## config.mk

```make
export PLATFORM = sky130hd
export DESIGN_NAME = bt_uart_tx
export DESIGN_NICKNAME = d
export VERILOG_FILES = /design/src/rtl/bt_uart_tx.sv
export SDC_FILE = /design/constraint.sdc
export NUM_CORES = 1
export LEC_CHECK = 0
export BUFFER_PORTS_ARGS = -buffer_cell sky130_fd_sc_hd__clkbuf_2
export CORE_MARGIN = 3
export CORE_UTILIZATION = 49
export CTS_CLUSTER_DIAMETER = 120
export CTS_CLUSTER_SIZE = 12
export DETAILED_ROUTE_END_ITERATION = 8
export GPL_ROUTABILITY_DRIVEN = 0
export MAX_ROUTING_LAYER = met4
export PLACE_DENSITY_LB_ADDON = 0.25
export SLEW_MARGIN = 20
export SYNTH_ARGS = -nofsm -noshare
export SYNTH_HDL_FRONTEND = slang
export SYNTH_SLANG_ARGS = --single-unit
export TNS_END_PERCENT = 30
```

## constraint.sdc

```tcl
create_clock -name clk -period 3.27 [get_ports clk]
set_input_delay 0 -clock clk [delete_from_list [all_inputs] [get_ports clk]]
set_output_delay 0 -clock clk [all_outputs]
set_load 0.05 [all_outputs]
```

## src/rtl/bt_uart_tx.sv

```systemverilog
// bt_uart_tx: 8N1 UART transmitter with a small byte FIFO, driving the HC-06 RXD pin.
// Optional macro BT_TX_PARITY_EN inserts an even-parity bit after D7 (8E1 frame).
module bt_uart_tx #(
  parameter int CLK_HZ     = 50000000,
  parameter int BAUD       = 9600,
  parameter int FIFO_DEPTH = 4
) (
  input  logic                          clk,
  input  logic                          reset,
  input  logic                          wr_en,
  input  logic [7:0]                    wr_data,
  output logic                          full,
  output logic [$clog2(FIFO_DEPTH):0]   fifo_count,
  output logic                          busy,
  output logic                          tx
);

  localparam int DIV    = CLK_HZ / BAUD;
  localparam int CNT_W  = $clog2(DIV);
  localparam int PTR_W  = $clog2(FIFO_DEPTH);
  localparam int FCNT_W = PTR_W + 1;

  typedef enum logic [2:0] {
    ST_IDLE   = 3'd0,
    ST_START  = 3'd1,
    ST_DATA   = 3'd2,
    ST_PARITY = 3'd3,
    ST_STOP   = 3'd4
  } state_t;

`ifdef BT_TX_PARITY_EN
  function automatic logic even_parity(input logic [7:0] data);
    return ^data;
  endfunction
`endif

  // FIFO storage and bookkeeping
  logic [7:0]        mem [FIFO_DEPTH];
  logic [PTR_W-1:0]  wr_ptr_r;
  logic [PTR_W-1:0]  rd_ptr_r;
  logic [FCNT_W-1:0] count_r;
  logic [FCNT_W-1:0] count_n_s;
  logic              full_r;
  logic              push_s;
  logic              pop_s;
  logic              empty_s;
  logic [7:0]        pop_data_s;

  // Serializer state
  state_t            state_r;
  state_t            state_n;
  logic [CNT_W-1:0]  cnt_r;
  logic [CNT_W-1:0]  cnt_n;
  logic [2:0]        bit_r;
  logic [2:0]        bit_n;
  logic [7:0]        shift_r;
  logic [7:0]        shift_n;
  logic              tx_r;
  logic              tx_n;
  logic              busy_r;
  logic              busy_n;
  logic              bit_end_s;
`ifdef BT_TX_PARITY_EN
  logic              par_r;
  logic              par_n;
`endif

  // A write is refused whenever the registered full flag is set, even if a pop frees a slot this edge
  assign push_s     = wr_en & ~full_r;
  assign empty_s    = (count_r == FCNT_W'(0));
  assign pop_data_s = mem[rd_ptr_r];
  assign bit_end_s  = (cnt_r == CNT_W'(DIV - 1));

  // Next FIFO occupancy from the push/pop pair
  always_comb begin
    count_n_s = count_r;
    case ({push_s, pop_s})
      2'b10:   count_n_s = count_r + FCNT_W'(1);
      2'b01:   count_n_s = count_r - FCNT_W'(1);
      default: count_n_s = count_r;
    endcase
  end

  // FIFO pointers, occupancy and full flag
  always_ff @(posedge clk or negedge reset) begin
    if (!reset) begin
      wr_ptr_r <= {PTR_W{1'b0}};
      rd_ptr_r <= {PTR_W{1'b0}};
      count_r  <= {FCNT_W{1'b0}};
      full_r   <= 1'b0;
    end else begin
      if (push_s) begin
        wr_ptr_r <= wr_ptr_r + PTR_W'(1);
      end
      if (pop_s) begin
        rd_ptr_r <= rd_ptr_r + PTR_W'(1);
      end
      count_r <= count_n_s;
      full_r  <= (count_n_s == FCNT_W'(FIFO_DEPTH));
    end
  end

  // FIFO data array; contents are don't-care once the pointers are flushed
  always_ff @(posedge clk) begin
    if (push_s) begin
      mem[wr_ptr_r] <= wr_data;
    end
  end

  // Frame sequencing, baud counting and next line level
  always_comb begin
    state_n = state_r;
    cnt_n   = cnt_r + CNT_W'(1);
    bit_n   = bit_r;
    shift_n = shift_r;
    pop_s   = 1'b0;
`ifdef BT_TX_PARITY_EN
    par_n   = par_r;
`endif

    case (state_r)
      ST_IDLE: begin
        cnt_n = CNT_W'(0);
        if (!empty_s) begin
          pop_s   = 1'b1;
          shift_n = pop_data_s;
`ifdef BT_TX_PARITY_EN
          par_n   = even_parity(pop_data_s);
`endif
          state_n = ST_START;
        end else begin
          state_n = ST_IDLE;
        end
      end
      ST_START: begin
        if (bit_end_s) begin
          cnt_n   = CNT_W'(0);
          bit_n   = 3'd0;
          state_n = ST_DATA;
        end else begin
          state_n = ST_START;
        end
      end
      ST_DATA: begin
        if (bit_end_s) begin
          cnt_n = CNT_W'(0);
          if (bit_r == 3'd7) begin
`ifdef BT_TX_PARITY_EN
            state_n = ST_PARITY;
`else
            state_n = ST_STOP;
`endif
          end else begin
            bit_n   = bit_r + 3'd1;
            shift_n = {1'b0, shift_r[7:1]};
          end
        end else begin
          state_n = ST_DATA;
        end
      end
`ifdef BT_TX_PARITY_EN
      ST_PARITY: begin
        if (bit_end_s) begin
          cnt_n   = CNT_W'(0);
          state_n = ST_STOP;
        end else begin
          state_n = ST_PARITY;
        end
      end
`endif
      ST_STOP: begin
        if (bit_end_s) begin
          cnt_n = CNT_W'(0);
          // Chain straight into the next start bit when more bytes are waiting
          if (!empty_s) begin
            pop_s   = 1'b1;
            shift_n = pop_data_s;
`ifdef BT_TX_PARITY_EN
            par_n   = even_parity(pop_data_s);
`endif
            state_n = ST_START;
          end else begin
            state_n = ST_IDLE;
          end
        end else begin
          state_n = ST_STOP;
        end
      end
      default: begin
        cnt_n   = CNT_W'(0);
        state_n = ST_IDLE;
      end
    endcase

    case (state_n)
      ST_START:  tx_n = 1'b0;
      ST_DATA:   tx_n = shift_n[0];
`ifdef BT_TX_PARITY_EN
      ST_PARITY: tx_n = par_n;
`endif
      default:   tx_n = 1'b1;
    endcase
    busy_n = (state_n != ST_IDLE);
  end

  // Serializer registers; tx and busy come straight from flops
  always_ff @(posedge clk or negedge reset) begin
    if (!reset) begin
      state_r <= ST_IDLE;
      cnt_r   <= {CNT_W{1'b0}};
      bit_r   <= 3'd0;
      shift_r <= 8'h00;
      tx_r    <= 1'b1;
      busy_r  <= 1'b0;
`ifdef BT_TX_PARITY_EN
      par_r   <= 1'b0;
`endif
    end else begin
      state_r <= state_n;
      cnt_r   <= cnt_n;
      bit_r   <= bit_n;
      shift_r <= shift_n;
      tx_r    <= tx_n;
      busy_r  <= busy_n;
`ifdef BT_TX_PARITY_EN
      par_r   <= par_n;
`endif
    end
  end

  assign full       = full_r;
  assign fifo_count = count_r;
  assign busy       = busy_r;
  assign tx         = tx_r;

endmodule

```

Yosys cells after proc, flatten, opt, wreduce, memory -nomap -nowiden
Memory sizes are Yosys's and may differ from the RTL's.
Cells that the tools add are included.

storage, ports and cells
  bits in writable memories = 32
  memories kept = 1
  register bits after elaboration = 37
  logic and storage cells = 66

operators by class
  bitwise logic cells = 2
  multiplexer cells = 24
  equality and inequality tests = 14
  add/subtract/negate cells = 6
  reductions and logical operators = 8

memory list
  memory  depth  width  rd ports  clocked after memory_dff  wr ports  line  text
  mem     4      8      1         0                         1         38    logic [7:0] mem [FIFO_DEPTH];

operator list
  kind                                                  count
  2-to-1 mux 8 bit                                      4
  2-to-1 mux 13 bit                                     2
  one-hot mux 8 bit (3 select lines)                    1
  2-to-1 mux 3 bit                                      6
  adder 13 x 1 -> 13 bit (second input constant)        1
  equality test 13 bit (second input constant)          1
  one-hot mux 3 bit (2 select lines)                    2
  one-hot mux 3 bit (4 select lines)                    1
  equality test 3 bit (second input constant)           3
  inequality test 2 bit (second input constant)         4
  AND reduction 4 bit                                   2
  adder 3 x 1 -> 3 bit (second input constant)          2
  equality test 3 x 1 -> 1 bit (second input constant)  2
  equality test 3 x 2 -> 1 bit (second input constant)  2
  logical NOT 3 bit                                     2
  nonzero test 3 bit                                    2
  2-to-1 mux 1 bit                                      5
  adder 2 x 1 -> 2 bit (second input constant)          2
  one-hot mux 1 bit (2 select lines)                    2
  OR reduction 3 bit                                    1
  subtractor 3 x 1 -> 3 bit (second input constant)     1
  equality test 2 x 1 -> 1 bit (second input constant)  1
  equality test 2 bit (second input constant)           1
  2-to-1 mux 2 bit                                      1
  3 further kinds                                       3

Longest topological paths before layout
  depth in word-level cells = 7
  mapped depth = 11

Worst setup path before layout
OpenSTA, ideal clock, no wires.

  path type = reg-to-reg
  from = register count_r[0], in the netlist fifo_count[0]
  to = register full_r, in the netlist full
  slack = 394 ps
  arrival time = 2788 ps
  setup time = 88 ps
  path buffers = 0
  period minus slack after synthesis = 2876 ps
  stages on the path, launching flop included = 11
  path through = dfrtp_1 > nor3_1 > nor3_1 > and2_1 > ha_1 > inv_1 > fa_1 > xor2_1 > nor2_1 > xor2_1 > nor3b_1

between the ends
  cells in the longest elaborated chain, start to end = 7
  elaborated cells on any way between the ends = 10
  classes of those cells = add/sub: 2; eq/ne: 3; mux: 4; reduce/logical: 1

ends and longest elaborated chain
  what                                                                 line      text
  start: declaration                                                   41        logic [FCNT_W-1:0] count_r;
  start signal: assignment                                             89        count_r <= {FCNT_W{1'b0}};
  start signal: assignment                                             98        count_r <= count_n_s;
  logical NOT 3 bit (*)                                                70        assign empty_s = (count_r == FCNT_W'(0));
  2-to-1 mux 1 bit (*)                                                 124, 175
  2-to-1 mux 1 bit                                                     172       if (bit_end_s) begin
  one-hot mux 1 bit (2 select lines) (*)                               121       case (state_r)
  named net pop_s                                                      45        logic pop_s;
  equality test 2 x 1 -> 1 bit or equality test 2 bit (tied branches)  77        case ({push_s, pop_s})
  one-hot mux 3 bit (2 select lines) (*)                               77
  named net count_n_s[2]                                               42        logic [FCNT_W-1:0] count_n_s;
  equality test 3 bit (*)                                              99        full_r <= (count_n_s == FCNT_W'(FIFO_DEPTH));
  end signal: assignment                                               99
  end: declaration                                                     43        logic full_r;

Mark *: on every way through the listed nets, which the timed path passes. The rest lies on a longest branch.
A chain may end at the register's enable or synchronous reset.

Worst setup path after layout
  from = register cnt_r[8]
  to = register full_r, in the netlist full

between the ends
  cells in the longest elaborated chain, start to end = 6
  elaborated cells on any way between the ends = 7
  classes of those cells = eq/ne: 4; mux: 3

ends and longest elaborated chain
  what                                                                 line  text
  start: declaration                                                   52    logic [CNT_W-1:0] cnt_r;
  start signal: assignment                                             210   cnt_r <= {CNT_W{1'b0}};
  start signal: assignment                                             220   cnt_r <= cnt_n;
  equality test 13 bit (*)                                             72    assign bit_end_s = (cnt_r == CNT_W'(DIV - 1));
  2-to-1 mux 1 bit (*)                                                 172
  one-hot mux 1 bit (2 select lines) (*)                               121
  named net pop_s                                                      45
  equality test 2 x 1 -> 1 bit or equality test 2 bit (tied branches)  77
  one-hot mux 3 bit (2 select lines) (*)                               77
  named net count_n_s[2]                                               42
  equality test 3 bit (*)                                              99

Marks and branches as above.

==> qor.txt <==
CTS
--------------------------------------------------------------------------------------------------
Clock transition time at the flip-flop clock pins of the worst setup and hold paths        0.08 ns
Number of clock sinks seen by CTS                                                               69
CTS Buf Count                                                                                    9
TritonCTS clock tree                                                                           yes
H-Tree Depth                                                                                     3
Post_cts resized                                                                                 0
Clock latency reported for the late side of the worst-skew pair                            0.34 ns
CTS Root Cell                                                                         sky130_fd_sc_hd__clkbuf_8
Longest Clk Path Bufs                                                                            2

GLOBAL ROUTE
--------------------------------------------------------------------------------------------------
Vias in the first global route                                                               2,034
Total routing usage reported by global routing                                               18.1%
GR Overflow Total                                                                                0
Wire length of the first global-routing pass                                               9.98 mm
Number of antenna violations at the first check in global routing                                0
Maximum number of pins on one net before global-route repair                                    38

DRT
--------------------------------------------------------------------------------------------------
First drt pass iteration count                                                                   4
Routed wire length                                                                         5.77 mm
Wirelength per Cell                                                                        16.5 um
DRC                                                                                              0
Post-route ant nets                                                                              0
Detail-routed via count per cell                                                              5.50
Routed vias                                                                                  1,918
Violation count after the first detailed-routing iteration                                     128

STA
--------------------------------------------------------------------------------------------------
Final critical-path share of the clock period                                                89.7%
Worst hold margin                                                                         0.114 ns
Clock skew after layout                                                                 0.00692 ns
Pins Over Slew Limit                                                                             0
Final setup violation count                                                                      0
Post-route minimum period                                                                  2.93 ns
Setup total negative slack                                                                    0 ns
Final Hold Violating Endpoints                                                                   0
Pin slew with the least headroom to its limit                                             0.927 ns
Unrepaired setup endpoints after global routing                                              false
Top achievable clock speed                                                                 341 MHz
Worst max-slew margin expressed relative to the limit                                        38.2%

CELLS AND AREA
--------------------------------------------------------------------------------------------------
# diodes                                                                                         0
Fraction of final layout cells sized beyond drive strength 1                                 20.4%
Sequential cell area                                                                  0.00189 sq mm
Final-layout fill cell count                                                                   513
Net count reported at finish                                                                   289
Area grow syn2layout                                                                         13.9%
Area occupied by multi-input gates                                                    0.00117 sq mm

LOGIC SYNTHESIS
--------------------------------------------------------------------------------------------------
Sequential-to-total area share from yosys stat                                               59.6%
Share of the synthesized netlist area taken by xor and xnor gates                            4.97%
Total of flip-flops plus latches after synthesis                                                69
Share of the synthesized area in compound gates (AO/OA/AOI/OAI)                              8.45%
Multiplexer fraction of the synthesized cell area                                            6.36%
Post-synthesis adder-cell area fraction                                                      3.79%
Post-synth ARST share                                                                        53.6%
Primary flip-flop cell chosen by synthesis mapping                                    sky130_fd_sc_hd__dfrtp_1
Main combinational cell family by area after synthesis                                simple AND/OR/NAND/NOR gates
Count of flip-flops with a built-in enable after synthesis                                      32
Synthesized instance count                                                                     237
Area of the mapped netlist                                                            0.00317 sq mm
Yosys warnings                                                                                   0
Net count after synthesis                                                                      257
Simple logic cell fraction of the synthesized area                                           13.5%
Number of distinct library cell variants in the gate-level netlist after synthesis              52
Synthesized area per cell                                                               13.4 sq um

FLOORPLANNING
--------------------------------------------------------------------------------------------------
Number of rows created at floorplan                                                             28
Initial standard-cell utilization of the core                                                52.0%
Horizontal extent of the die                                                               86.4 um
Vertical die dimension                                                                     86.4 um
Core Area                                                                             0.00610 sq mm
I/O pin count                                                                                   17
Floorplan die area                                                                    0.00747 sq mm

SETUP PATH
--------------------------------------------------------------------------------------------------
Stage delay of the slowest cell on the critical path                                       0.63 ns
Worst endpoint required time                                                               3.53 ns
Startpoint of the lowest-slack register-to-register path                              cnt_r[8]$_DFF_PN0_
Cells along the critical path                                                         or4b_4 > o31ai_4 > and2_1 > ha_1 > inv_1 > fa_1 > xor2_1 > nor2_1 > xor2_1 > nor3b_1
Setup slack on the worst flop-to-flop path                                                 0.34 ns
Path type of the worst setup path                                                     flip-flop to flip-flop
Endpoint of the worst register-to-register path                                       full$_DFF_PN0_
Crit path arrival time                                                                     3.19 ns
Critical path launch point type                                                          flip-flop
Highest net fanout along the worst path                                                          6
Depth of the worst register-to-register path                                                    10
CP max stage cell                                                                     sky130_fd_sc_hd__or4b_4
Critical path endpoint category                                                          flip-flop
Cell repeated most along the worst path                                               sky130_fd_sc_hd__xor2_1

MIN PATH
--------------------------------------------------------------------------------------------------
Number of cells on the worst hold path                                                           3
Worst hold path type                                                                  primary input to flip-flop
Hold endpoint                                                                         wr_ptr_r[0]$_DFFE_PN0P_
Hold wc startpoint                                                                           wr_en

PWR
--------------------------------------------------------------------------------------------------
Areal power density over the cells                                                     627 mW/mm^2
P_leak                                                                                     1.43 nW
Worst vdd rail ir drop                                                                    0.416 mV

PLACEMENT
--------------------------------------------------------------------------------------------------
HPWL after detailed placement                                                              3.74 mm
Quantity of I/O buffers inserted on ports                                                       16

JOB
--------------------------------------------------------------------------------------------------
Max_cap viols                                                                                    0

STATUS
--------------------------------------------------------------------------------------------------
Outcome                                                                               finished, final reports clean

-- power by group --
part | total [mW] | internal, mW | switching, mW | leakage (nW)
clock network | 0.616 | 0.277 | 0.339 | 0.0820
registers | 1.19 | 1.07 | 0.115 | 0.751
logic | 0.461 | 0.183 | 0.277 | 0.596
-- what timing repair did --
action / in CTS / in global routing
hold buffers: 9 / 0
endpoints found under the hold margin: 68 / 0
setup buffers: 0 / 0
-- synthesized netlist by cell type, types with 2 or more instances --
cell type                  number  area share [%]
sky130_fd_sc_hd__edfxtp_1      32              30
sky130_fd_sc_hd__nor4_1         5            0.99
sky130_fd_sc_hd__dfrtp_1       36              28
sky130_fd_sc_hd__xnor2_1       12             3.3
sky130_fd_sc_hd__nand2b_1       2            0.39
sky130_fd_sc_hd__mux4_2         8             5.7
sky130_fd_sc_hd__clkbuf_1       7            0.83
sky130_fd_sc_hd__o32ai_1        7             1.9
sky130_fd_sc_hd__a22o_1         2            0.55
sky130_fd_sc_hd__nor2b_1        2            0.39
sky130_fd_sc_hd__nor2_1        21             2.5
sky130_fd_sc_hd__ha_1           8             3.2
sky130_fd_sc_hd__and2_1         6             1.2
sky130_fd_sc_hd__nor3_1         5            0.79
sky130_fd_sc_hd__nand3_1        7             1.1
sky130_fd_sc_hd__nand4_1        3            0.59
sky130_fd_sc_hd__nand2_1        7            0.83
sky130_fd_sc_hd__inv_1         19             2.3
sky130_fd_sc_hd__xor2_1         6             1.7
sky130_fd_sc_hd__o21ai_0        4            0.63
sky130_fd_sc_hd__o211a_1        2            0.63
sky130_fd_sc_hd__a22oi_1        6             1.4
-- final cells by class --
cell class | instances | share of cell area, %
Clock buffer | 9 | 3.43
Clock inverter | 7 | 1.39
Inverter | 19 | 1.98
Multi-Input combinational cell | 140 | 32.5
Sequential cell | 69 | 52.3
Tap cell | 75 | 2.60
Timing Repair Buffer | 30 | 5.75
-- registers in the layout (all words and copies together), names as in the netlist --
register    cells
state_r         3
fifo_count      3
shift_r         8
mem            32
full            1
bit_r           3
rd_ptr_r        2
wr_ptr_r        2
tx              1
busy            1
cnt_r          13
-- layout by cell type, fill, tap and decap left out, types with 7 or more instances in the layout --
cell type | Yosys | final
sky130_fd_sc_hd__edfxtp_1 | 32 | 32
sky130_fd_sc_hd__clkbuf_8 | 0 | 9
sky130_fd_sc_hd__inv_1 | 19 | 19
sky130_fd_sc_hd__nor2_1 | 21 | 21
sky130_fd_sc_hd__mux4_2 | 8 | 8
sky130_fd_sc_hd__ha_1 | 8 | 8
sky130_fd_sc_hd__nand3_1 | 7 | 7
sky130_fd_sc_hd__xnor2_1 | 12 | 12
sky130_fd_sc_hd__nand2_1 | 7 | 7
sky130_fd_sc_hd__o32ai_1 | 7 | 7
sky130_fd_sc_hd__dfrtp_1 | 36 | 36
sky130_fd_sc_hd__clkbuf_2 | 0 | 16
sky130_fd_sc_hd__dlygate4sd3_1 | 0 | 9
-- worst max-delay path: cells and delay by family (launching register included) --
kind            cells  cell delay, ns
fa+ha+maj           2            0.57
compound gates      1            0.29
buf+inv             1            0.06
simple gates        4            1.14
flops               1            0.46
xor+xnor            2            0.34
-- worst max path at each step --
stage          slack, ns                    start  cells after the start        endpoint
5_1_grt             0.16       cnt_r[8]$_DFF_PN0_                     10  full$_DFF_PN0_
2_1_floorplan       0.39  fifo_count[0]$_DFF_PN0_                     10  full$_DFF_PN0_
4_1_cts             0.32       cnt_r[8]$_DFF_PN0_                     10  full$_DFF_PN0_
6_report            0.34       cnt_r[8]$_DFF_PN0_                     10  full$_DFF_PN0_
3_3_place_gp        0.44       cnt_r[8]$_DFF_PN0_                     10  full$_DFF_PN0_
3_5_place_dp        0.34       cnt_r[8]$_DFF_PN0_                     10  full$_DFF_PN0_
-- layer usage --
layer	track usage (%)	vias to the layer above	routed length, um
met2	27.1	32	2860
li1	-	937	-
met5	-	-	0
met4	7.22	0	54
met1	24.1	941	2670
met3	4.18	8	186
-- kinds of logic (layout without fill, tap and decap cells) --
family                     after synthesis  after routing
AOI/OAI and AO/OA                       32             32
muxes                                   10             10
adders and majority gates                9              9
DFF                                     69             69
xor gates and xnor gates                18             18
and+or+nand+nor                         71             71
buffers and inverters                   28             65
-- metrics by stage --
| step | area (sq um) | instances | utilization (%) | worst slack, ns | total power, mW |
|---|---|---|---|---|---|
| after detailed placement | 3350 | 324 | 54.9 | 0.339 | 1.66 |
| after global placement | 3350 | 324 | 54.9 | 0.437 | 1.64 |
| final | 3610 | 349 | 59.2 | 0.337 | 2.26 |
| after CTS | 3610 | 349 | 59.2 | 0.322 | 2.28 |
| after global routing | 3610 | 349 | 59.2 | 0.157 | 2.40 |
| after floorplan | 3170 | 237 | - | 0.394 | 1.53 |
(Power assumes the default switching activity.)
